**src/rtl/alu_arbiter.sv**
```systemverilog
// Two-requester front end for a shared combinational ALU: round-robin grant,
// one operation in flight, registered result held until the owner consumes it.
module alu_arbiter #(
    parameter int XLEN   = 32,
    parameter int MAX_OP = 8
) (
    input  logic            clk,
    input  logic            rst,
    input  logic            req0_valid,
    input  logic            req1_valid,
    output logic            req0_ready,
    output logic            req1_ready,
    input  logic [3:0]      req0_op,
    input  logic [3:0]      req1_op,
    input  logic [XLEN-1:0] req0_a,
    input  logic [XLEN-1:0] req0_b,
    input  logic [XLEN-1:0] req1_a,
    input  logic [XLEN-1:0] req1_b,
    output logic            rsp0_valid,
    output logic            rsp1_valid,
    input  logic            rsp0_ready,
    input  logic            rsp1_ready,
    output logic [XLEN-1:0] rsp_result,
    output logic            rsp_zero,
    output logic            rsp_err,
    output logic [XLEN-1:0] alu_rs1,
    output logic [XLEN-1:0] alu_rs2,
    output logic [3:0]      alu_ctrl,
    input  logic [XLEN-1:0] alu_result,
    input  logic            alu_zflag
);

    typedef enum logic [1:0] {IDLE, EXEC, RESP} state_t;

    state_t            state, state_next;
    logic [3:0]        op_q;
    logic [XLEN-1:0]   a_q, b_q;
    logic              grantee, last_grant;
    logic              grant, accept, rsp_fire, op_err;

    // grant = index of the winning requester; ties go to the one not served last
    always_comb begin
        grant = 1'b0;
        if (req0_valid && req1_valid) begin
            grant = ~last_grant;
        end else if (req1_valid) begin
            grant = 1'b1;
        end
    end

    assign accept     = !rst && (state == IDLE) && (req0_valid || req1_valid);
    assign req0_ready = accept && !grant;
    assign req1_ready = accept && grant;

    assign rsp0_valid = (state == RESP) && !grantee;
    assign rsp1_valid = (state == RESP) && grantee;
    assign rsp_fire   = (rsp0_valid && rsp0_ready) || (rsp1_valid && rsp1_ready);

    assign op_err   = {28'd0, op_q} > 32'(MAX_OP);
    assign alu_rs1  = a_q;
    assign alu_rs2  = b_q;
    assign alu_ctrl = op_q;

    always_ff @(posedge clk or posedge rst) begin
        if (rst) begin
            state <= IDLE;
        end else begin
            state <= state_next;
        end
    end

    always_comb begin
        state_next = state;
        case (state)
            IDLE:    if (accept) state_next = EXEC;
            EXEC:    state_next = RESP;
            RESP:    if (rsp_fire) state_next = IDLE;
            default: state_next = IDLE;
        endcase
    end

    always_ff @(posedge clk or posedge rst) begin
        if (rst) begin
            op_q       <= '0;
            a_q        <= '0;
            b_q        <= '0;
            grantee    <= 1'b0;
            last_grant <= 1'b1;
            rsp_result <= '0;
            rsp_zero   <= 1'b0;
            rsp_err    <= 1'b0;
        end else begin
            if (accept) begin
                op_q       <= grant ? req1_op : req0_op;
                a_q        <= grant ? req1_a  : req0_a;
                b_q        <= grant ? req1_b  : req0_b;
                grantee    <= grant;
                last_grant <= grant;
            end
            // Unsupported codes never reach the requester as a real result
            if (state == EXEC) begin
                if (op_err) begin
                    rsp_result <= '0;
                    rsp_zero   <= 1'b0;
                    rsp_err    <= 1'b1;
                end else begin
                    rsp_result <= alu_result;
                    rsp_zero   <= alu_zflag;
                    rsp_err    <= 1'b0;
                end
            end
        end
    end

endmodule

```
**config.mk**
```make
export PLATFORM = sky130hd
export DESIGN_NAME = alu_arbiter
export DESIGN_NICKNAME = d
export VERILOG_FILES = /design/src/rtl/alu_arbiter.sv
export SDC_FILE = /design/constraint.sdc
export NUM_CORES = 1
export LEC_CHECK = 0
export ABC_AREA = 1
export CORE_AREA = 2 2 118 120
export CTS_CLUSTER_SIZE = 16
export DETAILED_ROUTE_END_ITERATION = 6
export DIE_AREA = 0 0 120 122
export PLACE_DENSITY_LB_ADDON = 0.08
export SYNTH_ARGS = -nofsm -noshare
export SYNTH_HDL_FRONTEND = slang
export SYNTH_SLANG_ARGS = --single-unit
```
**constraint.sdc**
```tcl
create_clock -name clk -period 7.4 [get_ports clk]
set_input_delay 1.48 -clock clk [delete_from_list [all_inputs] [get_ports clk]]
set_output_delay 1.48 -clock clk [all_outputs]
set_load 0.02 [all_outputs]
```
* Word-level counts from Yosys, hierarchy flattened
Index checks and enable logic that the tools add are counted.
Word-level totals: flip-flop bits (word level) 106, output and inout bits 106, logic and storage cells 42
Operators by class: order comparisons 1, equal/unequal tests 4, multiplexer cells 11, bitwise operators 1, reduce and logical (&&, ||, !) cells 16
Operators by type and width (count):
- 32-bit 2-to-1 mux | 3
- 1-bit logical AND | 9
- 2-bit one-hot mux with 3 select lines | 1
- 4-bit > comparator, second input constant | 1
- 1-bit 2-to-1 mux | 4
- 2-bit 2-to-1 mux | 2
- 4-bit 2-to-1 mux | 1
- 2-bit inequality test, second input constant | 2
- 1-bit zero test | 3
- 2-bit by 1-bit equality test with 1-bit output, second input constant | 1
- 2-bit equality test, second input constant | 1
- 2-bit zero test | 1
- 1-bit logical OR | 2
- 2-bit AND reduction | 1
- 1-bit inverter | 1

* Logic depth before layout (Yosys ltp)
Gate-level depths: netlist of run 1.
depth after elaboration 6, mapped depth 8, gate-level depth less buffers 6

* Worst setup path before layout of run 1
Ideal clock, no wire load.
kind input to output, start point in rst, end point out req1_ready, arrival 4693 ps, required time 5920 ps, slack 1227 ps, cell stages on the path 6, path buffers 1, path through inv_1 > nand2_1 > nor2_4 > buf_4 > nand2_1 > inv_1
On the way: longest elaborated chain between the ends 4
Ends and longest elaborated chain:
- start, declared | line 8 | input logic rst,
- 1-bit zero test (no source line)
- 1-bit logical AND (2 in a row) | line 51 | assign accept = !rst && (state == IDLE) && (req0_valid || req1_valid);
- 1-bit logical AND | line 53 | assign req1_ready = accept && grant;
- end, declared | line 12 | output logic req1_ready,
Every way passes these cells.

* Worst setup path in the final report of run 1
Same ends and word-level chain as after synthesis.

==> impl_metrics.prom, run 1 <==
# TYPE chip_impl_metric gauge
chip_impl_info{name="post-synth-top-area-cell",value="sky130_fd_sc_hd__dfrtp_1"} 1
chip_impl_metric{name="warnings_synthesis",unit=""} 0
chip_impl_info{name="worstSetupStartpointType",value="input pin"} 1
chip_impl_metric{name="tritoncts.num_buffers",unit=""} 9
chip_impl_metric{name="synth_nets",unit=""} 867
chip_impl_metric{name="leakagePower",unit="uW"} 0.00411
chip_impl_metric{name="num_io_pins",unit=""} 281
chip_impl_metric{name="clock.fmax",unit="MHz"} 207
chip_impl_metric{name="num-fill-cells",unit=""} 1206
chip_impl_metric{name="dp_hpwl",unit="um"} 11500
chip_impl_metric{name="ff2ff_setup_slack",unit="ns"} 5.21
chip_impl_info{name="crit_path_end_kind",value="primary output"} 1
chip_impl_metric{name="grt_start_max_net_pins",unit=""} 71
chip_impl_metric{name="post-place-ws",unit="ns"} 2.51
chip_impl_metric{name="dr.pass1.iters",unit=""} 4
chip_impl_metric{name="remaining_drc_errors",unit=""} 0
chip_impl_metric{name="routed_wl",unit="um"} 16300
chip_impl_metric{name="h_tree_levels",unit=""} 3
chip_impl_metric{name="antenna_violating_nets_post_route",unit=""} 0
chip_impl_metric{name="final_layout_size_suffix_gt1_frac",unit=""} 0.0316
chip_impl_metric{name="synth_area_per_cell",unit="um2"} 7.37
chip_impl_info{name="status",value="completed"} 1
chip_impl_metric{name="clk_latency",unit="ns"} 0.35
chip_impl_metric{name="drt-vias-per-instance",unit=""} 4.69
chip_impl_info{name="clock_tree_from_tritoncts",value="done"} 1
chip_impl_metric{name="syn-instance-count",unit=""} 692
chip_impl_info{name="rr_startpoint",value="state[1]"} 1
chip_impl_metric{name="netlist-cell-type-count",unit=""} 16
chip_impl_info{name="yosys-top-cells-area",value="sky130_fd_sc_hd__dfrtp_1 (52%), sky130_fd_sc_hd__nand2_1 (31%), sky130_fd_sc_hd__nand3_1 (10%), sky130_fd_sc_hd__buf_2 (2.0%), sky130_fd_sc_hd__buf_4 (1.6%)"} 1
chip_impl_metric{name="yosys.area.top_type_share",unit=""} 0.515
chip_impl_metric{name="fp.coreArea",unit="mm2"} 0.0135
chip_impl_info{name="hold_start",value="last_grant"} 1
chip_impl_metric{name="cp_max_fo",unit=""} 41
chip_impl_metric{name="die_height",unit="um"} 122
chip_impl_metric{name="final_period_minus_worst_setup_slack",unit="ns"} 4.84
chip_impl_metric{name="cts.hold.buffers_added",unit=""} 0
chip_impl_metric{name="grt_first_pass_wirelength",unit="um"} 25300
chip_impl_metric{name="finClkSkew",unit="ns"} 0.00714
chip_impl_metric{name="via_count_of_the_first_global_routing_pass",unit=""} 4955
chip_impl_info{name="timing.critical_path.from",value="rst"} 1
chip_impl_metric{name="power_density",unit="mW/mm2"} 380
chip_impl_metric{name="nNetsFinal",unit=""} 1119
chip_impl_metric{name="max-vdd-ir-drop",unit="uV"} 188
chip_impl_metric{name="clockBufferDepth",unit=""} 2
chip_impl_metric{name="grt_overflow",unit=""} 0
chip_impl_metric{name="total_die_area",unit="mm2"} 0.0146
chip_impl_metric{name="antenna_found_initial",unit=""} 0
chip_impl_metric{name="final_max_slew_viol_count",unit=""} 0
chip_impl_metric{name="maxCapViolCount",unit=""} 0
chip_impl_metric{name="track_usage",unit=""} 0.220
chip_impl_metric{name="hold-worst-slack",unit="ns"} 0.477
chip_impl_metric{name="fp.dieW",unit="um"} 120
chip_impl_metric{name="synth.yosys.seq_area_share",unit=""} 0.520
chip_impl_metric{name="finalCritPeriodShare",unit=""} 0.654
chip_impl_metric{name="initial_core_util",unit=""} 0.378
chip_impl_metric{name="cts.repair_timing.setup_buffer_count",unit=""} 0
chip_impl_metric{name="post_drt_wl_per_cell",unit="um"} 14.4
chip_impl_metric{name="port-buffer-count",unit=""} 280
chip_impl_metric{name="cts-resized-gates",unit=""} 0
chip_impl_metric{name="synth_seq_cells",unit=""} 106
chip_impl_metric{name="starting_drc_count_in_detailed_routing",unit=""} 319
chip_impl_info{name="clock_tree.root_cell",value="sky130_fd_sc_hd__clkbuf_16"} 1
chip_impl_metric{name="gpl.final_weighted_congestion",unit=""} 0.856
chip_impl_metric{name="setup-tns-final",unit="ns"} 0
chip_impl_metric{name="mappedNetlistArea",unit="mm2"} 0.00510
chip_impl_metric{name="clkTransAtPathRegs",unit="ns"} 0.07
chip_impl_metric{name="hold_violations",unit=""} 0
chip_impl_metric{name="max-slew-margin-rel",unit=""} 0.250
chip_impl_metric{name="cp.arrival",unit="ns"} 3.36
chip_impl_metric{name="num_antenna_cells",unit=""} 0
chip_impl_metric{name="rows",unit=""} 43
chip_impl_metric{name="setup_ws",unit="ns"} 2.56
chip_impl_info{name="critPathKind",value="input pin to primary output"} 1
chip_impl_metric{name="clock_sinks",unit=""} 106
chip_impl_metric{name="vias_after_detailed_routing",unit=""} 5296
chip_impl_metric{name="worst-slew-pin-transition",unit="ns"} 1.12
chip_impl_metric{name="finalSetupViolations",unit=""} 0
chip_impl_metric{name="worstPathRequired",unit="ns"} 5.92
chip_impl_info{name="worstHoldPathType",value="flop to flop"} 1
chip_impl_metric{name="layout-area-overhead-vs-synth",unit="%"} 60.8
chip_impl_info{name="rsz0062_at_grt",value="false"} 1
-- layer usage --
metal,track usage,up-vias,routed length [um]
li1,-,2648,-
met1,0.276,2420,6800
met2,0.362,206,7950
met3,0.0562,22,1220
met4,0.0934,0,331
met5,0,-,0
-- stage by stage --
step                      cell area (um2)  utilization  cells  total power [uW]
after floorplan                      5100            -    692              1870
after global placement               7920        0.586   1113              2660
after detailed placement             7920        0.586   1113              2680
after CTS                            8200        0.607   1129              3150
after global routing                 8200        0.607   1129              3330
final                                8200        0.607   1129              3120
-- cell families (layout without fill, tap and decap cells) --
group / Yosys count / after routing / share of synthesized area
AOI/OAI and AO/OA: 1 / 1 / 0.000980
DFF: 106 / 106 / 0.520
and+or+nand+nor: 531 / 531 / 0.423
buffers and inverters: 54 / 311 / 0.0557
-- cell type report --
type	instances	area, um2	share of cell area
Sequential cell	106	2650	0.324
Timing Repair Buffer	286	2840	0.347
Inverter	9	36.3	0.00443
Clock inverter	6	50.0	0.00610
Clock buffer	10	229	0.0279
Tap cell	180	225	0.0275
Multi-Input combinational cell	532	2160	0.264
-- power by group --
part | internal [uW] | switching (uW)
Clock | 233 | 222
Sequential | 863 | 162
Combinational | 725 | 913
Total | 1820 | 1300
-- synthesized netlist by cell type, drive strengths merged --
cell type	number
o21ai	1
dfrtp	105
nand3	103
inv	9
clkbuf	10
nor2	8
nand2	418
nand3b	2
dfstp	1
buf	35
-- worst paths after layout --
| check | end | cells after the start |
|---|---|---|
| max | req1_ready | 7 |
| min | last_grant | 2 |
| max reg2reg | rsp_result[10] | 5 |
| min reg2reg | last_grant | 2 |
| max in group asynchronous | alu_rs2[29] | 3 |
| min in group asynchronous | rsp_result[28] | 2 |
-- state kept, by name (all words and copies together) (netlist names) --
| name | count |
|---|---|
| alu_ctrl | 4 |
| alu_rs1 | 32 |
| alu_rs2 | 32 |
| grantee | 1 |
| last_grant | 1 |
| rsp_err | 1 |
| rsp_result | 32 |
| rsp_zero | 1 |
| state | 2 |
-- worst max-delay path, cell delays in order --
cell	delay, ns
sky130_fd_sc_hd__clkdlybuf4s50_1	0.44
sky130_fd_sc_hd__inv_4	0.39
sky130_fd_sc_hd__nand2_1	0.18
sky130_fd_sc_hd__nor2_4	0.11
sky130_fd_sc_hd__nand2_1	0.08
sky130_fd_sc_hd__inv_1	0.06
sky130_fd_sc_hd__clkdlybuf4s50_1	0.59
-- cell usage in the layout (no fill, tap or decap), types with 2 or more instances in the layout --
cell                                n
sky130_fd_sc_hd__nand2_1          415
sky130_fd_sc_hd__clkdlybuf4s50_1  279
sky130_fd_sc_hd__dfrtp_1          105
sky130_fd_sc_hd__nand3_1          102
sky130_fd_sc_hd__clkbuf_16          9
sky130_fd_sc_hd__inv_1              8
sky130_fd_sc_hd__nor2_1             6
sky130_fd_sc_hd__buf_4              6
sky130_fd_sc_hd__nand2_2            3
sky130_fd_sc_hd__nor2_4             2
sky130_fd_sc_hd__nand3b_1           2
sky130_fd_sc_hd__clkinv_4           2
No activity file was read; power rests on OpenSTA's default activity.
==> run 2: changes to the inputs <==
==> constraint.sdc (replaced) <==
create_clock -name clk -period 4.5 [get_ports clk]
set_input_delay 0.9 -clock clk [delete_from_list [all_inputs] [get_ports clk]]
set_output_delay 0.9 -clock clk [all_outputs]
set_load 0.02 [all_outputs]
==> run 2 against run 1 <==
Sequential share of layout area is essentially flat. Clock power grew 61%. Sequential power grew 65%. Critical path depth shrank 1. Via count grew 0.51%. Cell count is essentially flat. Worst hold slack gained 0.0017 ns. Wire length grew 2.4%. Worst setup slack lost 1.4 ns. Clock-buffer cell count is the same. Register-to-register slack lost 2.9 ns. Flip-flop and latch count is the same. Critical path type unchanged.
==> impl_metrics.prom, run 2 (synthesized netlist as in run 1, its figures left out) <==
# TYPE chip_impl_metric gauge
chip_impl_info{name="status",value="completed"} 1
chip_impl_metric{name="tritoncts.num_buffers",unit=""} 9
chip_impl_info{name="clock_tree.root_cell",value="sky130_fd_sc_hd__clkbuf_16"} 1
chip_impl_metric{name="maxCapViolCount",unit=""} 0
chip_impl_metric{name="finClkSkew",unit="ns"} 0.00755
chip_impl_metric{name="ff2ff_setup_slack",unit="ns"} 2.36
chip_impl_metric{name="drt-vias-per-instance",unit=""} 4.71
chip_impl_metric{name="rows",unit=""} 43
chip_impl_info{name="leading_cell_types_in_the_layout_fill_and_taps_excluded",value="sky130_fd_sc_hd__nand2_1 (415), sky130_fd_sc_hd__clkdlybuf4s50_1 (279), sky130_fd_sc_hd__dfrtp_1 (105)"} 1
chip_impl_info{name="worstSetupStartpointType",value="input pin"} 1
chip_impl_info{name="regToRegEndpoint",value="rsp_result[12]"} 1
chip_impl_metric{name="reg2regPathDepth",unit=""} 5
chip_impl_metric{name="crit_buf_inv",unit=""} 3
chip_impl_metric{name="clkTransAtPathRegs",unit="ns"} 0.06
chip_impl_info{name="rr_startpoint",value="state[1]"} 1
chip_impl_metric{name="holdPathStages",unit=""} 2
chip_impl_metric{name="via_count_of_the_first_global_routing_pass",unit=""} 5081
chip_impl_metric{name="power_density",unit="mW/mm2"} 624
chip_impl_metric{name="layout-area-overhead-vs-synth",unit="%"} 60.8
chip_impl_info{name="crit_path_end_kind",value="primary output"} 1
chip_impl_metric{name="post_drt_wl_per_cell",unit="um"} 14.8
chip_impl_info{name="mostFrequentLayoutCell",value="sky130_fd_sc_hd__nand2_1"} 1
chip_impl_metric{name="fp.coreArea",unit="mm2"} 0.0135
chip_impl_metric{name="antenna_violating_nets_post_route",unit=""} 0
chip_impl_metric{name="fp.dieW",unit="um"} 120
chip_impl_info{name="cp_cell_sequence",value="clkdlybuf4s50_1, nand2_2, nand2_2, inv_1, nor2_1, clkdlybuf4s50_1"} 1
chip_impl_metric{name="finalSetupViolations",unit=""} 0
chip_impl_metric{name="starting_drc_count_in_detailed_routing",unit=""} 330
chip_impl_metric{name="num_io_pins",unit=""} 281
chip_impl_metric{name="max-vdd-ir-drop",unit="uV"} 275
chip_impl_metric{name="hold_violations",unit=""} 0
chip_impl_info{name="critPathSlowestCell",value="sky130_fd_sc_hd__clkdlybuf4s50_1"} 1
chip_impl_metric{name="worstPathRequired",unit="ns"} 3.60
chip_impl_metric{name="initial_core_util",unit=""} 0.378
chip_impl_metric{name="antenna_found_initial",unit=""} 0
chip_impl_metric{name="total_die_area",unit="mm2"} 0.0146
chip_impl_metric{name="clk_latency",unit="ns"} 0.35
chip_impl_metric{name="dr.pass1.iters",unit=""} 4
chip_impl_metric{name="timing.critical_path.slowest_cell_delay",unit="ns"} 0.66
chip_impl_info{name="worstHoldPathType",value="flop to flop"} 1
chip_impl_metric{name="die_height",unit="um"} 122
chip_impl_metric{name="grt_start_max_net_pins",unit=""} 71
chip_impl_metric{name="hold-worst-slack",unit="ns"} 0.478
chip_impl_metric{name="num_antenna_cells",unit=""} 0
chip_impl_metric{name="clock.fmax",unit="MHz"} 298
chip_impl_metric{name="vias_after_detailed_routing",unit=""} 5323
chip_impl_metric{name="clockBufferDepth",unit=""} 2
chip_impl_metric{name="h_tree_levels",unit=""} 3
chip_impl_metric{name="cts.repair_timing.setup_buffer_count",unit=""} 0
chip_impl_metric{name="cts-resized-gates",unit=""} 0
chip_impl_metric{name="gpl.final_weighted_congestion",unit=""} 0.830
chip_impl_metric{name="cp_max_fo",unit=""} 2
chip_impl_info{name="clock_tree_from_tritoncts",value="done"} 1
chip_impl_metric{name="setup-tns-final",unit="ns"} 0
chip_impl_metric{name="num-fill-cells",unit=""} 1234
chip_impl_metric{name="clock_sinks",unit=""} 106
chip_impl_metric{name="final_layout_size_suffix_gt1_frac",unit=""} 0.0326
chip_impl_info{name="rsz0062_at_grt",value="false"} 1
chip_impl_metric{name="final_core_utilization",unit=""} 0.607
chip_impl_info{name="critPathKind",value="input pin to primary output"} 1
chip_impl_info{name="hold_start",value="alu_rs1[11]"} 1
chip_impl_metric{name="grt_overflow",unit=""} 0
chip_impl_metric{name="finalCritPeriodShare",unit=""} 0.745
chip_impl_info{name="hold-path-endpoint",value="alu_rs1[11]"} 1
chip_impl_metric{name="final_max_slew_viol_count",unit=""} 0
chip_impl_metric{name="max-slew-margin-rel",unit=""} 0.297
chip_impl_metric{name="port-buffer-count",unit=""} 280
chip_impl_info{name="critical_path.top_delay_family",value="buffers and inverters"} 1
chip_impl_metric{name="worst-slew-pin-transition",unit="ns"} 1.05
chip_impl_metric{name="nNetsFinal",unit=""} 1120
chip_impl_metric{name="grt_first_pass_wirelength",unit="um"} 25800
chip_impl_metric{name="dp_hpwl",unit="um"} 11800
chip_impl_metric{name="cts.hold.buffers_added",unit=""} 0
chip_impl_metric{name="post-place-ws",unit="ns"} 1.19
chip_impl_metric{name="track_usage",unit=""} 0.225
chip_impl_metric{name="routed_wl",unit="um"} 16700
chip_impl_metric{name="leakagePower",unit="uW"} 0.00411
chip_impl_metric{name="cp.arrival",unit="ns"} 2.45
chip_impl_metric{name="setup_ws",unit="ns"} 1.15
chip_impl_metric{name="remaining_drc_errors",unit=""} 0
chip_impl_metric{name="final_period_minus_worst_setup_slack",unit="ns"} 3.35
[run 2: cell types whose count changed in the layout (fill, tap and decap cells not counted), sizes merged]
cell / previous run / this run
clkinvlp: 1 / 3
inv: 11 / 9
buf: 7 / 8
[run 2: cell type report]
class                      instances  area [um2]  area share
inverter                           9        37.5     0.00458
clock inverter                     6        42.5     0.00519
multi-input combinational        532        2160       0.264
timing repair buffer             287        2850       0.348
sequential                       106        2650       0.324
clock buffer                      10         229      0.0279
tap                              180         225      0.0275
[run 2: tightest hold or removal path: stages (launching register included)]
cell	delay, ns
sky130_fd_sc_hd__dfrtp_1	0.34
sky130_fd_sc_hd__nand2_1	0.05
sky130_fd_sc_hd__nand2_1	0.06
[run 2: power by group]
part	internal [uW]	switching, uW	total [uW]	leakage, uW
Combinational	1190	1510	2710	0.00265
Sequential	1420	262	1680	0.00133
Clock	377	355	731	0.000129
[run 2: through the flow]
step | total power [uW] | instance area, um2 | std cells
2_1_floorplan | 3080 | 5100 | 692
3_3_place_gp | 4370 | 7930 | 1114
3_5_place_dp | 4420 | 7930 | 1114
4_1_cts | 5180 | 8200 | 1130
5_1_grt | 5460 | 8200 | 1130
6_report | 5120 | 8200 | 1130
[run 2: layer usage]
| layer | GRT usage | vias up | routed length [um] |
|---|---|---|---|
| met4 | 0.0846 | 0 | 348 |
| met2 | 0.382 | 194 | 8050 |
| met5 | 0 | - | 0 |
| met1 | 0.271 | 2454 | 7000 |
| li1 | - | 2653 | - |
| met3 | 0.0632 | 22 | 1300 |
[run 2: how the worst max path moves through the flow]
stage                from    endpoint  slack (ns)  cells after the start
4_1_cts        req0_valid  req0_ready        1.17                      6
2_1_floorplan         rst  req1_ready        0.38                      6
3_5_place_dp   req0_valid  req0_ready        1.19                      6
6_report       req0_valid  req0_ready        1.15                      6
3_3_place_gp   req0_valid  req0_ready        1.21                      6
5_1_grt        req0_valid  req0_ready        1.08                      6
==> run 3: changes to the inputs <==
==> constraint.sdc (replaced) <==
create_clock -name clk -period 3.4 [get_ports clk]
set_input_delay 0.68 -clock clk [delete_from_list [all_inputs] [get_ports clk]]
set_output_delay 0.68 -clock clk [all_outputs]
set_load 0.02 [all_outputs]
==> run 3 against run 2 <==
Cell area rose by 0.34%. Utilization rose by 0.20 points. Wire length fell by 1.3%. Non-clock buffer count rose by 1. Global-route usage barely moved. Critical path depth did not move. Via count rose by 0.19%. Worst hold slack got worse by 0.0033 ns.
==> impl_metrics.prom, run 3 (synthesized netlist as in run 1, its figures left out) <==
# TYPE chip_impl_metric gauge
chip_impl_info{name="status",value="completed"} 1
chip_impl_metric{name="grt_first_pass_wirelength",unit="um"} 26100
chip_impl_metric{name="tritoncts.num_buffers",unit=""} 9
chip_impl_metric{name="num_io_pins",unit=""} 281
chip_impl_metric{name="dp_hpwl",unit="um"} 11900
chip_impl_metric{name="multi_input_comb_area",unit="mm2"} 0.00217
chip_impl_metric{name="num_antenna_cells",unit=""} 0
chip_impl_metric{name="track_usage",unit=""} 0.225
chip_impl_info{name="clock_tree_from_tritoncts",value="done"} 1
chip_impl_metric{name="final_layout_size_suffix_gt1_frac",unit=""} 0.0358
chip_impl_metric{name="hold_violations",unit=""} 0
chip_impl_metric{name="via_count_of_the_first_global_routing_pass",unit=""} 5256
chip_impl_metric{name="finalCritPeriodShare",unit=""} 0.850
chip_impl_metric{name="antenna_found_initial",unit=""} 0
chip_impl_metric{name="clkTransAtPathRegs",unit="ns"} 0.06
chip_impl_metric{name="grt_start_max_net_pins",unit=""} 77
chip_impl_metric{name="worstPathRequired",unit="ns"} 2.72
chip_impl_metric{name="cts-resized-gates",unit=""} 0
chip_impl_info{name="worstHoldPathType",value="flop to flop"} 1
chip_impl_metric{name="port-buffer-count",unit=""} 280
chip_impl_info{name="worstSetupStartpointType",value="input pin"} 1
chip_impl_metric{name="fp.coreArea",unit="mm2"} 0.0135
chip_impl_metric{name="routed_wl",unit="um"} 16500
chip_impl_info{name="mostFrequentLayoutCell",value="sky130_fd_sc_hd__nand2_1"} 1
chip_impl_metric{name="post_drt_wl_per_cell",unit="um"} 14.6
chip_impl_metric{name="layout-area-overhead-vs-synth",unit="%"} 61.3
chip_impl_metric{name="ff2ff_setup_slack",unit="ns"} 1.19
chip_impl_metric{name="cp.arrival",unit="ns"} 2.21
chip_impl_metric{name="setup-tns-final",unit="ns"} 0
chip_impl_metric{name="drt-vias-per-instance",unit=""} 4.72
chip_impl_metric{name="cp_max_fo",unit=""} 2
chip_impl_info{name="rsz0062_at_grt",value="false"} 1
chip_impl_metric{name="vias_after_detailed_routing",unit=""} 5333
chip_impl_metric{name="grt_overflow",unit=""} 0
chip_impl_metric{name="initial_core_util",unit=""} 0.378
chip_impl_metric{name="num-fill-cells",unit=""} 1236
chip_impl_metric{name="gpl.final_weighted_congestion",unit=""} 0.787
chip_impl_metric{name="die_height",unit="um"} 122
chip_impl_metric{name="holdPathStages",unit=""} 2
chip_impl_metric{name="total_die_area",unit="mm2"} 0.0146
chip_impl_metric{name="worst-slew-pin-transition",unit="ns"} 1.12
chip_impl_info{name="clock_tree.root_cell",value="sky130_fd_sc_hd__clkbuf_16"} 1
chip_impl_metric{name="clk_latency",unit="ns"} 0.35
chip_impl_metric{name="max-slew-margin-rel",unit=""} 0.250
chip_impl_info{name="leading_cell_types_in_the_layout_fill_and_taps_excluded",value="sky130_fd_sc_hd__nand2_1 (414), sky130_fd_sc_hd__clkdlybuf4s50_1 (279), sky130_fd_sc_hd__dfrtp_1 (105)"} 1
chip_impl_metric{name="starting_drc_count_in_detailed_routing",unit=""} 300
chip_impl_metric{name="finClkSkew",unit="ns"} 0.00790
chip_impl_metric{name="reg2regPathDepth",unit=""} 5
chip_impl_metric{name="antenna_violating_nets_post_route",unit=""} 0
chip_impl_metric{name="rows",unit=""} 43
chip_impl_metric{name="final_period_minus_worst_setup_slack",unit="ns"} 2.89
chip_impl_metric{name="globalRouteMet3Util",unit=""} 0.0674
chip_impl_metric{name="final_cells",unit=""} 1131
chip_impl_metric{name="power_density",unit="mW/mm2"} 824
chip_impl_metric{name="design_power_total",unit="uW"} 6780
chip_impl_metric{name="gr-usage-met2",unit=""} 0.392
chip_impl_metric{name="cts.hold.buffers_added",unit=""} 0
chip_impl_metric{name="remaining_drc_errors",unit=""} 0
chip_impl_metric{name="leakagePower",unit="uW"} 0.00413
chip_impl_info{name="critPathKind",value="input pin to primary output"} 1
chip_impl_metric{name="cts.repair_timing.setup_buffer_count",unit=""} 0
chip_impl_metric{name="clock.fmax",unit="MHz"} 346
chip_impl_info{name="peak_usage_layer_in_the_global_routing_report",value="met2"} 1
chip_impl_metric{name="dr.pass1.iters",unit=""} 4
chip_impl_metric{name="nNetsFinal",unit=""} 1121
chip_impl_metric{name="h_tree_levels",unit=""} 3
chip_impl_metric{name="maxCapViolCount",unit=""} 0
chip_impl_info{name="crit_path_end_kind",value="primary output"} 1
chip_impl_metric{name="dp.cells",unit=""} 1115
chip_impl_metric{name="gr-usage-met1",unit=""} 0.262
chip_impl_metric{name="finalSetupViolations",unit=""} 0
chip_impl_metric{name="final_max_slew_viol_count",unit=""} 0
chip_impl_metric{name="clockBufferDepth",unit=""} 2
chip_impl_metric{name="max-vdd-ir-drop",unit="uV"} 349
chip_impl_metric{name="seq_area",unit="mm2"} 0.00265
chip_impl_metric{name="fp.dieW",unit="um"} 120
chip_impl_metric{name="final_core_utilization",unit=""} 0.609
chip_impl_metric{name="clock_sinks",unit=""} 106
==> run 3: cell type report <==
type                    count  area share
repair buffers            288       0.347
flip-flops and latches    106       0.323
multi-input cells         532       0.264
clock buffers              11      0.0295
well taps                 180      0.0274
inverters                   9     0.00487
clock inverters             5     0.00471
==> run 3: final timing paths <==
| path | startpoint | endpoint |
|---|---|---|
| max | req0_valid | req0_ready |
| min in group asynchronous | rst | alu_rs2[22] |
| min reg2reg | last_grant | last_grant |
| max in group asynchronous | rst | alu_rs1[19] |
| min | last_grant | last_grant |
| max reg2reg | state[1] | rsp_result[5] |
==> run 3: metrics by stage <==
stage,hold WS (ns),setup WS [ns],cell area (um2)
floorplan,0.448,-0.172,5120
global placement,0.461,0.539,7950
detailed placement,0.465,0.518,7950
CTS,0.478,0.499,8230
global route,0.496,0.442,8230
finish,0.475,0.510,8230
==> run 3: power by group <==
group | total (uW) | leakage [uW] | internal (uW) | switching (uW)
combinational | 3580 | 0.00266 | 1580 | 1990
clock | 981 | 0.000136 | 521 | 460
sequential | 2230 | 0.00133 | 1880 | 348
==> run 3: per-layer routing <==
metal	vias to the layer above	wire length (um)
li1	2653	-
met1	2442	6610
met2	209	8070
met3	29	1430
met4	0	380
met5	-	0
==> run 3: worst max-delay path, cell delays in order <==
cell	delay [ns]
sky130_fd_sc_hd__clkdlybuf4s50_1	0.54
sky130_fd_sc_hd__nand2_2	0.08
sky130_fd_sc_hd__nand2_2	0.07
sky130_fd_sc_hd__inv_1	0.07
sky130_fd_sc_hd__nor2_1	0.13
sky130_fd_sc_hd__clkdlybuf4s50_1	0.64
